## src/rtl/cache_miss_sequencer.sv

```systemverilog
// cache_miss_sequencer: writes back the dirty victim beats, then burst-fills the missing line into the chosen way.
// Define CACHE_MISS_SEQ_PERF_COUNTERS_EN to add saturating perf_* counter outputs.
module cache_miss_sequencer #(
    parameter int MINIMUM_ADDRESSIBLE_SIZE = 8,
    parameter int CACHE_BLOCK              = 512,
    parameter int MEM_BUS_WIDTH            = 64,
    parameter int ADDRESS_WIDTH            = 32,
    parameter int WAYS                     = 4,
    localparam int LB = CACHE_BLOCK / MINIMUM_ADDRESSIBLE_SIZE,
    localparam int BB = MEM_BUS_WIDTH / MINIMUM_ADDRESSIBLE_SIZE,
    localparam int NB = CACHE_BLOCK / MEM_BUS_WIDTH,
    localparam int WW = $clog2(WAYS),
    localparam int BW = $clog2(NB)
) (
    input  logic                     clk,
    input  logic                     reset,
    input  logic                     miss_valid,
    output logic                     miss_ready,
    input  logic [ADDRESS_WIDTH-1:0] miss_address,
    input  logic [WW-1:0]            miss_way,
    input  logic [ADDRESS_WIDTH-1:0] victim_address,
    input  logic [LB-1:0]            victim_dirty_mask,
    output logic [BW-1:0]            victim_beat,
    input  logic [MEM_BUS_WIDTH-1:0] victim_beat_data,
    output logic                     mem_req_valid,
    input  logic                     mem_req_ready,
    output logic                     mem_req_write,
    output logic [ADDRESS_WIDTH-1:0] mem_req_address,
    output logic [MEM_BUS_WIDTH-1:0] mem_wdata,
    output logic [BB-1:0]            mem_wstrb,
    input  logic                     mem_rvalid,
    input  logic [MEM_BUS_WIDTH-1:0] mem_rdata,
    output logic                     fill_valid,
    output logic [WW-1:0]            fill_way,
    output logic [BW-1:0]            fill_beat,
    output logic [MEM_BUS_WIDTH-1:0] fill_data,
    output logic                     done,
`ifdef CACHE_MISS_SEQ_PERF_COUNTERS_EN
    output logic [31:0]              perf_miss_count,
    output logic [31:0]              perf_wb_beat_count,
    output logic [31:0]              perf_stall_cycles,
`endif
    output logic                     busy
);
    localparam int BO = $clog2(BB);

    typedef enum logic [2:0] {IDLE, WB_BEAT, FILL_REQ, FILL_DATA, DONE} state_t;

    state_t                   state, state_n;
    logic [BW-1:0]            beat, beat_n;
    logic [ADDRESS_WIDTH-1:0] line_base, victim_base;
    logic [WW-1:0]            way;
    logic [LB-1:0]            dirty_mask;
    logic [BB-1:0]            slice;
    logic                     accept, wb_req, capture;

    assign slice   = dirty_mask[beat*BB +: BB];
    assign accept  = state == IDLE && miss_valid;
    assign wb_req  = state == WB_BEAT && |slice;
    assign capture = state == FILL_DATA && mem_rvalid;

    assign miss_ready      = state == IDLE;
    assign busy            = state != IDLE;
    assign done            = state == DONE;
    assign victim_beat     = state == WB_BEAT ? beat : '0;
    assign mem_req_valid   = wb_req || state == FILL_REQ;
    assign mem_req_write   = wb_req;
    assign mem_req_address = wb_req ? victim_base + ADDRESS_WIDTH'({beat, BO'(0)}) :
                             state == FILL_REQ ? line_base : '0;
    assign mem_wdata       = wb_req ? victim_beat_data : '0;
    assign mem_wstrb       = wb_req ? slice : '0;

    // next state and beat counter; clean beats are skipped in a single cycle, dirty ones wait for the handshake
    always_comb begin
        state_n = state;
        beat_n  = beat;
        case (state)
            IDLE: if (miss_valid) begin
                state_n = |victim_dirty_mask ? WB_BEAT : FILL_REQ;
                beat_n  = '0;
            end
            WB_BEAT: if (!wb_req || mem_req_ready) begin
                beat_n = beat + 1'b1;
                if (beat == BW'(NB - 1)) state_n = FILL_REQ;
            end
            FILL_REQ: if (mem_req_ready) state_n = FILL_DATA;
            FILL_DATA: begin
                if (mem_rvalid) beat_n = beat + 1'b1;
                if (fill_valid && fill_beat == BW'(NB - 1)) state_n = DONE;
            end
            default: state_n = IDLE;
        endcase
    end

    // state, beat counter and miss fields latched on accept
    always_ff @(posedge clk or posedge reset) begin
        if (reset) begin
            state       <= IDLE;
            beat        <= '0;
            line_base   <= '0;
            victim_base <= '0;
            way         <= '0;
            dirty_mask  <= '0;
        end else begin
            state <= state_n;
            beat  <= beat_n;
            if (accept) begin
                line_base   <= miss_address & ~ADDRESS_WIDTH'(LB - 1);
                victim_base <= victim_address;
                way         <= miss_way;
                dirty_mask  <= victim_dirty_mask;
            end
        end
    end

    // fill port: each read beat lands in the data array one cycle after it arrives
    always_ff @(posedge clk or posedge reset) begin
        if (reset) begin
            fill_valid <= 1'b0;
            fill_way   <= '0;
            fill_beat  <= '0;
            fill_data  <= '0;
        end else begin
            fill_valid <= capture;
            if (capture) begin
                fill_way  <= way;
                fill_beat <= beat;
                fill_data <= mem_rdata;
            end
        end
    end

`ifdef CACHE_MISS_SEQ_PERF_COUNTERS_EN
    // saturating event counters
    always_ff @(posedge clk or posedge reset) begin
        if (reset) begin
            perf_miss_count    <= '0;
            perf_wb_beat_count <= '0;
            perf_stall_cycles  <= '0;
        end else begin
            perf_miss_count    <= perf_miss_count + 32'(accept && !(&perf_miss_count));
            perf_wb_beat_count <= perf_wb_beat_count + 32'(wb_req && mem_req_ready && !(&perf_wb_beat_count));
            perf_stall_cycles  <= perf_stall_cycles + 32'(mem_req_valid && !mem_req_ready && !(&perf_stall_cycles));
        end
    end
`endif
endmodule

```

## config.mk

```make
export PLATFORM = sky130hd
export DESIGN_NAME = cache_miss_sequencer
export DESIGN_NICKNAME = d
export VERILOG_FILES = /design/src/rtl/cache_miss_sequencer.sv
export SDC_FILE = /design/constraint.sdc
export NUM_CORES = 1
export LEC_CHECK = 0
export ABC_AREA = 1
export CORE_AREA = 2 2 173 175
export DETAILED_ROUTE_END_ITERATION = 7
export DIE_AREA = 0 0 175 177
export DONT_BUFFER_PORTS = 1
export GPL_TIMING_DRIVEN = 0
export PLACE_DENSITY = 0.53
export REMOVE_ABC_BUFFERS = 1
export SLEW_MARGIN = 20
export SYNTH_ARGS = -nofsm -noshare
export SYNTH_HDL_FRONTEND = slang
export SYNTH_SLANG_ARGS = --single-unit
```

## constraint.sdc

```tcl
create_clock -name clk -period 6.4 [get_ports clk]
set_input_delay 1.28 -clock clk [delete_from_list [all_inputs] [get_ports clk]]
set_output_delay 1.28 -clock clk [all_outputs]
set_load 0.005 [all_outputs]
```

Word-level counts from Yosys, hierarchy flattened
Index checks and enable logic that the tools add are counted.
{ "totals": {"elab_cells": 55, "reg_bits": 200, "in_bits": 263, "out_inout_bits": 182} }
{ "classes": {"add_sub_neg": 2, "reduce_logical": 14, "shift": 1, "n_eq_ne": 12, "mux": 16} }
{ "ops": {"columns": ["operator", "count"], "rows": [
  ["$mux W32", 2],
  ["$mux W64", 1],
  ["$reduce_or A64 Y1", 1],
  ["$shiftx A64 B7 Y8", 1],
  ["$add A32 B6 Y32", 1],
  ["$mux W3", 9],
  ["$pmux W3 S4", 1],
  ["$eq A3 B3 Y1 const B", 3],
  ["$pmux W3 S3", 1],
  ["$mux W8", 1],
  ["$reduce_or A8 Y1", 1],
  ["$eq A3 B2 Y1 const B", 2],
  ["$ne A2 B1 Y1 const B", 3],
  ["$ne A2 B2 Y1 const B", 3],
  ["$reduce_bool A3 Y1", 2],
  ["$reduce_and A5 Y1", 1],
  ["$logic_and A1 B1 Y1", 4],
  ["$reduce_and A4 Y1", 1],
  ["$add A3 B1 Y3 const B", 1],
  ["$eq A3 B1 Y1 const B", 1],
  ["$logic_not A3 Y1", 1],
  ["$logic_or A1 B1 Y1", 2],
  ["$mux W2", 1],
  ["$logic_not A1 Y1", 1]
]} }

Depth between registers and ports, before layout
Gate-level depths: netlist of run 1.
{ "depth": {"depth_word": 7, "depth_mapped": 16, "ltp_nobuf": 13} }

Worst setup path before layout of run 1
OpenSTA, ideal clock, no wires.
{ "synth_timing": {"path_type": "flip-flop to output port", "start": "reg beat[1]", "end": "out mem_req_address[29]", "stages_incl_launch_ff": 12, "slack_ns": 2.934, "n_path_buf": 2, "arrival_time_ns": 2.186, "required_ns": 5.120, "path_cell_list": "dfrtp_1 buf_4 inv_2 buf_4 fa_1 nor2_1 o21ai_0 inv_1 nand4_1 nand3b_1 xor2_1 o21ai_0"} }
{ "synth_via": {"elab_chain_len": 4, "word_cells_on_any_way": 5, "cone_classes": "add/sub (1); shift (1); mux (1); reduce/logical (2)"} }
{ "synth_rtl": {"columns": ["element", "line_no", "rtl"], "rows": [
  ["start: declaration", "50", "logic [BW-1:0] beat, beat_n;"],
  ["start signal: assignment", "106", "beat <= beat_n;"],
  ["$shiftx A64 B7 Y8", "57", "assign slice = dirty_mask[beat*BB +: BB];"],
  ["$reduce_or A8 Y1", "59", "assign wb_req = state == WB_BEAT && |slice;"],
  ["$logic_and A1 B1 Y1", "59", null],
  ["$mux W32 (*)", "68", "assign mem_req_address = wb_req ? victim_base + ADDRESS_WIDTH'({beat, BO'(0)}) :"],
  ["end: declaration", "28", "output logic [ADDRESS_WIDTH-1:0] mem_req_address,"]
]} }
Mark *: on every way between the ends. The rest lies on a longest branch, timed or not.

Worst setup path after layout of run 1
Same ends and word-level chain as after synthesis.

==> results.md, run 1 <==
- H-tree depth: 4
- Ports: 445
- Least-Margin Pin Slew: 907 ps
- Final ANT Viol Nets: 0
- Num Clock Sinks: 200
- Clk pin slew, worst setup/hold paths: 70 ps
- Cell Rows: 63
- Synth Register Bits: 200
- Port Buf Inserts: 0
- Post-Synthesis Cell Area: 10200 sq um
- Pin count of the biggest net entering global routing: 88
- P_int: 3.21 mW
- CTS tree: built
- Post-layout util: 0.387
- Status: finished, final reports clean
- Largest fanout on the critical path: 20
- Post-cts gate resize count: 0
- Hold Path Origin: way[1]
- P per Cell Area: 498 nW/um^2
- Post-Route Skew: 14.9 ps
- RSZ-0062 raised after global routing: no
- Critical path required time: 5120 ps
- Worst-Skew Late Latency: 450 ps
- Die extent in x: 175 um
- Post-DR wirelength/cell: 18.0 um
- Setup Fix Bufs, Post-CTS: 0
- Combinational share of power: 0.391
- Area grow syn2layout: 10.4%
- YS warnings: 0
- Switching share of total power: 0.430
- Final WL: 31200 um
- WS Path Type: register to output port
- DR pass1 iterations: 5
- Max cap viols: 0
- Crit path launch: beat[1]
- Root buf cell: clkbuf_16
- Vias in the first global route: 8269
- Slew margin rel.: 0.389
- CTS Buffer Depth: 2
- Placer Congestion: 0.847
- Mapped Cells: 1356
- Min Clock Period, post-route: 5250 ps
- First-pass GRT wire length: 47300 um
- CP arrival: 3970 ps
- Min-Delay Path Class: register to register
- Cell variety after synth: 27
- Fin nets: 1594
- Via density: 4.86
- Reg power frac: 0.416
- Via count: 8421
- # setup viols final: 0
- Dpl hpwl: 23700 um
- Final setup TNS: 0 ps
- Die height: 177 um
- CTS Buf Count: 17
- Achievable frequency: 191 MHz
- GRT Util Overall: 0.200
- Tcrit/Tclk final: 0.820
- Global route total overflow: 0
- Clock power share: 0.193
- Fin. Hold Viols: 0
- Antenna violations before repair: 4
- Core area: 29200 sq um
- Peak VDD IR: 0.214 mV
- Share of cells above drive strength 1: 0.0748
- Number of hold buffers added after CTS: 0
- Endpoint class of the critical path: output port
- Leakage: 5.98 nW
- Residual DRC: 0
- Initial core utilization: 0.350
- Startpoint Class: register
- Sequential-to-total area share from yosys stat: 0.488
- DR iter-0 viols: 526
- DIE AREA: 31000 sq um
- R2R Path Start: beat[1]
- Final Slew Violations: 0
- Net load switching power: 2.42 mW
- Avg Cell Area, Syn: 7.56 sq um
-- metal layers --
layer / global-route usage / vias up / wire length [um]
li1: - / 4057 / -
met1: 0.232 / 3953 / 12300
met2: 0.344 / 368 / 15400
met3: 0.0642 / 43 / 2650
met4: 0.0757 / 0 / 846
met5: 0 / - / 0
-- worst max-delay path, stage by stage (launching register included) --
cell,delay (ps)
dfrtp_1,940
inv_2,440
fa_1,570
nor2_1,120
o21ai_0,310
inv_1,240
nand4_1,190
nand3b_1,250
xor2_1,160
o21ai_0,310
-- sequential cells by signal (all words and copies together) (netlist names) --
name,flops
state,3
victim_base,32
fill_beat,3
way,2
line_base,26
fill_way,2
dirty_mask,64
beat,3
fill_data,64
fill_valid,1
-- cells by family after synthesis --
family / after synthesis / synth area share
and+or+nand+nor: 713 / 0.277
buffers and inverters: 270 / 0.107
DFF: 200 / 0.488
AOI/OAI and AO/OA: 96 / 0.0470
muxes: 48 / 0.0527
xor gates and xnor gates: 23 / 0.0197
adders and majority gates: 6 / 0.00806
-- power groups by stage --
stage / Clock (mW) / Combinational, mW / Sequential [mW]
after global placement: 0 / 2.17 / 2.38
after floorplan: 0 / 1.65 / 2.21
after global routing: 1.18 / 2.53 / 2.42
final: 1.09 / 2.20 / 2.34
after CTS: 1.12 / 2.24 / 2.34
after detailed placement: 0 / 2.24 / 2.35
-- per-stage QoR --
step / worst slack (ps) / area, sq um / power, mW / hold slack, ps / instances
after floorplan: -334 / 9940 / 3.86 / 443 / 1296
after global placement: -2950 / 10400 / 4.55 / 451 / 1686
after detailed placement: 1580 / 10700 / 4.59 / 459 / 1696
after CTS: 1080 / 11300 / 5.70 / 476 / 1727
after global routing: 797 / 11300 / 6.13 / 507 / 1730
final: 1150 / 11300 / 5.63 / 475 / 1731
-- cells in the mapped netlist --
library cell | number | area (sq um)
or2_2 | 1 | 6.26
inv_1 | 205 | 769
buf_2 | 20 | 100
a21oi_1 | 14 | 70.1
nor2_1 | 137 | 514
xnor2_1 | 8 | 70.1
nor2_2 | 1 | 6.26
nand3_1 | 48 | 240
buf_6 | 5 | 56.3
dfrtp_1 | 200 | 5000
nor3_1 | 12 | 60.1
o22ai_1 | 1 | 6.26
nand3b_1 | 1 | 7.51
fa_1 | 1 | 20.0
nand4_1 | 26 | 163
inv_4 | 1 | 6.26
inv_2 | 3 | 11.3
o21ai_0 | 81 | 405
nand2_1 | 482 | 1810
mux2_2 | 48 | 541
clkinv_1 | 1 | 3.75
nor4_1 | 4 | 25.0
clkbuf_1 | 29 | 109
xor2_1 | 15 | 131
ha_1 | 5 | 62.6
buf_4 | 6 | 45.0
nand2_2 | 1 | 6.26
-- cell usage in the layout (no fill, tap or decap), types with 12 or more instances in the layout --
cell type	count
nand3_1	48
inv_1	204
dfrtp_1	199
mux2_2	48
clkbuf_16	17
xor2_1	15
nor3_1	12
nand2_1	481
o21ai_0	81
nor2_1	136
a21oi_1	14
nand4_1	26
-- worst paths after layout --
kind	endpoint	slack (ps)	depth (start not counted)
max in group asynchronous	beat[0]	5020	2
hold / removal	fill_way[1]	470	2
min in group asynchronous	fill_data[18]	640	1
setup reg to reg	beat[2]	3600	11
setup / recovery	mem_req_address[29]	1150	9
hold reg to reg	fill_way[1]	470	2
-- layout make-up --
class,count,area (sq um)
diodes,4,10.0
well taps,390,488
multi-input cells,886,4170
clock inverters,13,135
inverters,210,801
fillers,3032,17900
flip-flops and latches,200,5010
clock buffers,18,439
repair buffers,10,268
No activity file was read; power rests on OpenSTA's default activity.
==> run 2, diff against run 1 <==
==> constraint.sdc (replaced) <==
create_clock -name clk -period 4.4 [get_ports clk]
set_input_delay 0.88 -clock clk [delete_from_list [all_inputs] [get_ports clk]]
set_output_delay 0.88 -clock clk [all_outputs]
set_load 0.005 [all_outputs]
==> run 2 against run 1 <==
  * Die area did not move
  * Critical path depth grew 5
  * Worst setup slack worse by 910 ps
  * Register-to-register slack worse by 1700 ps
  * Via count decreased by 0.40%
  * Sequential power grew 45%
  * Sequential cell count stayed put
  * Cell area rose by 0.20%
  * Cell count hardly changed
  * Critical path type unchanged
  * Largest power group unchanged
==> results.md, run 2 (synthesized netlist as in run 1, its figures left out) <==
- Global route total overflow: 0 (unchanged)
- Antenna violations before repair: 4 (unchanged)
- # setup viols final: 0 (unchanged)
- Fin nets: 1595 (was 1594)
- Dpl hpwl: 23700 um (unchanged)
- Most common cell after layout, fill and taps aside: nand2_1 (unchanged)
- Critical path required time: 3520 ps (was 5120 ps)
- Final setup TNS: 0 ps (unchanged)
- Ports: 445 (unchanged)
- Achievable frequency: 241 MHz
- Vias in the first global route: 8269 (unchanged)
- Fin. Hold Viols: 0 (unchanged)
- Num Clock Sinks: 200 (unchanged)
- Post-layout util: 0.388 (was 0.387)
- Largest fanout on the critical path: 81 (was 20)
- RSZ-0062 raised after global routing: no (unchanged)
- Busiest grt layer: met2 (unchanged)
- Fin Hold WS: 239 ps (was 475 ps)
- P per Cell Area: 724 nW/um^2 (was 498 nW/um^2)
- Placed cell count: 1696 (unchanged)
- Post-DR wirelength/cell: 18.1 um (was 18.0 um)
- M2 GR Usage: 0.344 (unchanged)
- CTS tree: built (unchanged)
- Biggest regs: dirty_mask x64, fill_data x64, victim_base x32 (unchanged)
- Slew margin rel.: 0.530 (was 0.389)
- Placer Congestion: 0.847 (unchanged)
- Port Buf Inserts: 0 (unchanged)
- Die extent in x: 175 um (unchanged)
- Power Total: 8.21 mW (was 5.63 mW)
- Initial core utilization: 0.350 (unchanged)
- Root buf cell: clkbuf_16 (unchanged)
- Grt met3 use: 0.0642 (unchanged)
- Final WL: 31300 um (was 31200 um)
- WS Path Type: register to output port (unchanged)
- M1 GR Usage: 0.232 (unchanged)
- Max cap viols: 0 (unchanged)
- CTS Buf Count: 17 (unchanged)
- Post-route setup slack: 244 ps (was 1150 ps)
- Residual DRC: 0 (unchanged)
- R2R Path Start: beat[0] (was beat[1])
- CTS Buffer Depth: 2 (unchanged)
- Share of cells above drive strength 1: 0.0770 (was 0.0748)
- DIE AREA: 31000 sq um (unchanged)
- Peak VDD IR: 0.314 mV (was 0.214 mV)
- DR pass1 iterations: 5 (unchanged)
- Startpoint Class: register (unchanged)
- Post-Route Skew: 15.6 ps (was 14.9 ps)
- Final ANT Viol Nets: 0 (unchanged)
- CP arrival: 3280 ps (was 3970 ps)
- DP Area: 10700 sq um (unchanged)
- Via count: 8387 (was 8421)
- Min Clock Period, post-route: 4160 ps
- H-tree depth: 4 (unchanged)
- Most frequent cells in the layout: 481 x nand2_1, 204 x inv_1, 198 x dfrtp_1 (was 481 x nand2_1, 204 x inv_1, 199 x dfrtp_1)
- Worst-Skew Late Latency: 440 ps (was 450 ps)
- Min-Delay Path Class: input port to async pin (was register to register)
- Endpoint class of the critical path: output port (unchanged)
- Placement Setup Slack: -18.3 ps (was 1580 ps)
- Tcrit/Tclk final: 0.945
- Core area: 29200 sq um (unchanged)
- Finished Layout Cells: 1732 (was 1731)
- Pin count of the biggest net entering global routing: 88 (unchanged)
- Filler instances: 3028 (was 3032)
- Fin area: 11300 sq um (about the same)
- Area grow syn2layout: 10.6% (was 10.4%)
- First-pass GRT wire length: 47300 um (unchanged)
- Via density: 4.84 (was 4.86)
- Cell Rows: 63 (unchanged)
- Leakage: 5.99 nW (was 5.98 nW)
- Status: finished, final reports clean (unchanged)
- Final Slew Violations: 0 (unchanged)
- Number of hold buffers added after CTS: 0 (unchanged)
- Crit path launch: beat[0] (was beat[1])
- Least-Margin Pin Slew: 705 ps (was 907 ps)
- GRT Util Overall: 0.200 (unchanged)
- Clk pin slew, worst setup/hold paths: 80 ps (was 70 ps)
- DR iter-0 viols: 473 (was 526)
- Die height: 177 um (unchanged)
run 2: cell count changes in the layout (fill, tap and decap cells not counted), sizes merged:
cell      delta
clkinvlp     +1
buf          +1
clkinv       -1
run 2: what timing repair did:
action,4_1_cts,5_1_grt
setup endpoints to repair,21,8
pin swaps,0,0
resized for setup,3,6
buffers inserted,0,1
run 2: metal layers:
| metal | up-vias | share of wire |
|---|---|---|
| met3 | 42 | 0.087 |
| met5 | - | 0 |
| li1 | 4069 | - |
| met4 | 0 | 0.026 |
| met1 | 3908 | 0.39 |
| met2 | 368 | 0.50 |
run 2: worst max-delay path: stages (launching register included):
cell	delay, ps
dfrtp_4	570
buf_16	190
inv_4	300
nand2_1	100
nand3_1	80
nand3_1	160
nand2_1	140
nand2_1	60
nor2_1	110
nand2_1	110
nand2_4	160
buf_16	290
inv_4	170
o21ai_0	190
nand2_1	150
run 2: power breakdown:
part,internal [mW],leakage (nW),switching (mW),total (mW)
combinational,1.16,3.25,2.06,3.23
sequential,2.71,2.45,0.691,3.40
clock,0.812,0.282,0.772,1.58
run 2: area by class of cell:
class	count	area [sq um]	share of cell area
Timing Repair Buffer	11	275	0.0243
Clock inverter	13	135	0.0119
Tap cell	390	488	0.0430
Sequential cell	200	5010	0.442
Multi-Input combinational cell	886	4170	0.368
Inverter	210	810	0.0714
Antenna cell	4	10.0	0.000883
Clock buffer	18	439	0.0387
run 2: path summary, 6_finish.rpt:
kind	to	slack, ps	cells after the start
max	mem_req_address[11]	240	14
min	fill_data[18]	240	1
max reg2reg	beat[2]	1930	13
min reg2reg	fill_way[1]	470	2
max in group asynchronous	beat[1]	3410	2
min in group clk	fill_way[1]	470	2
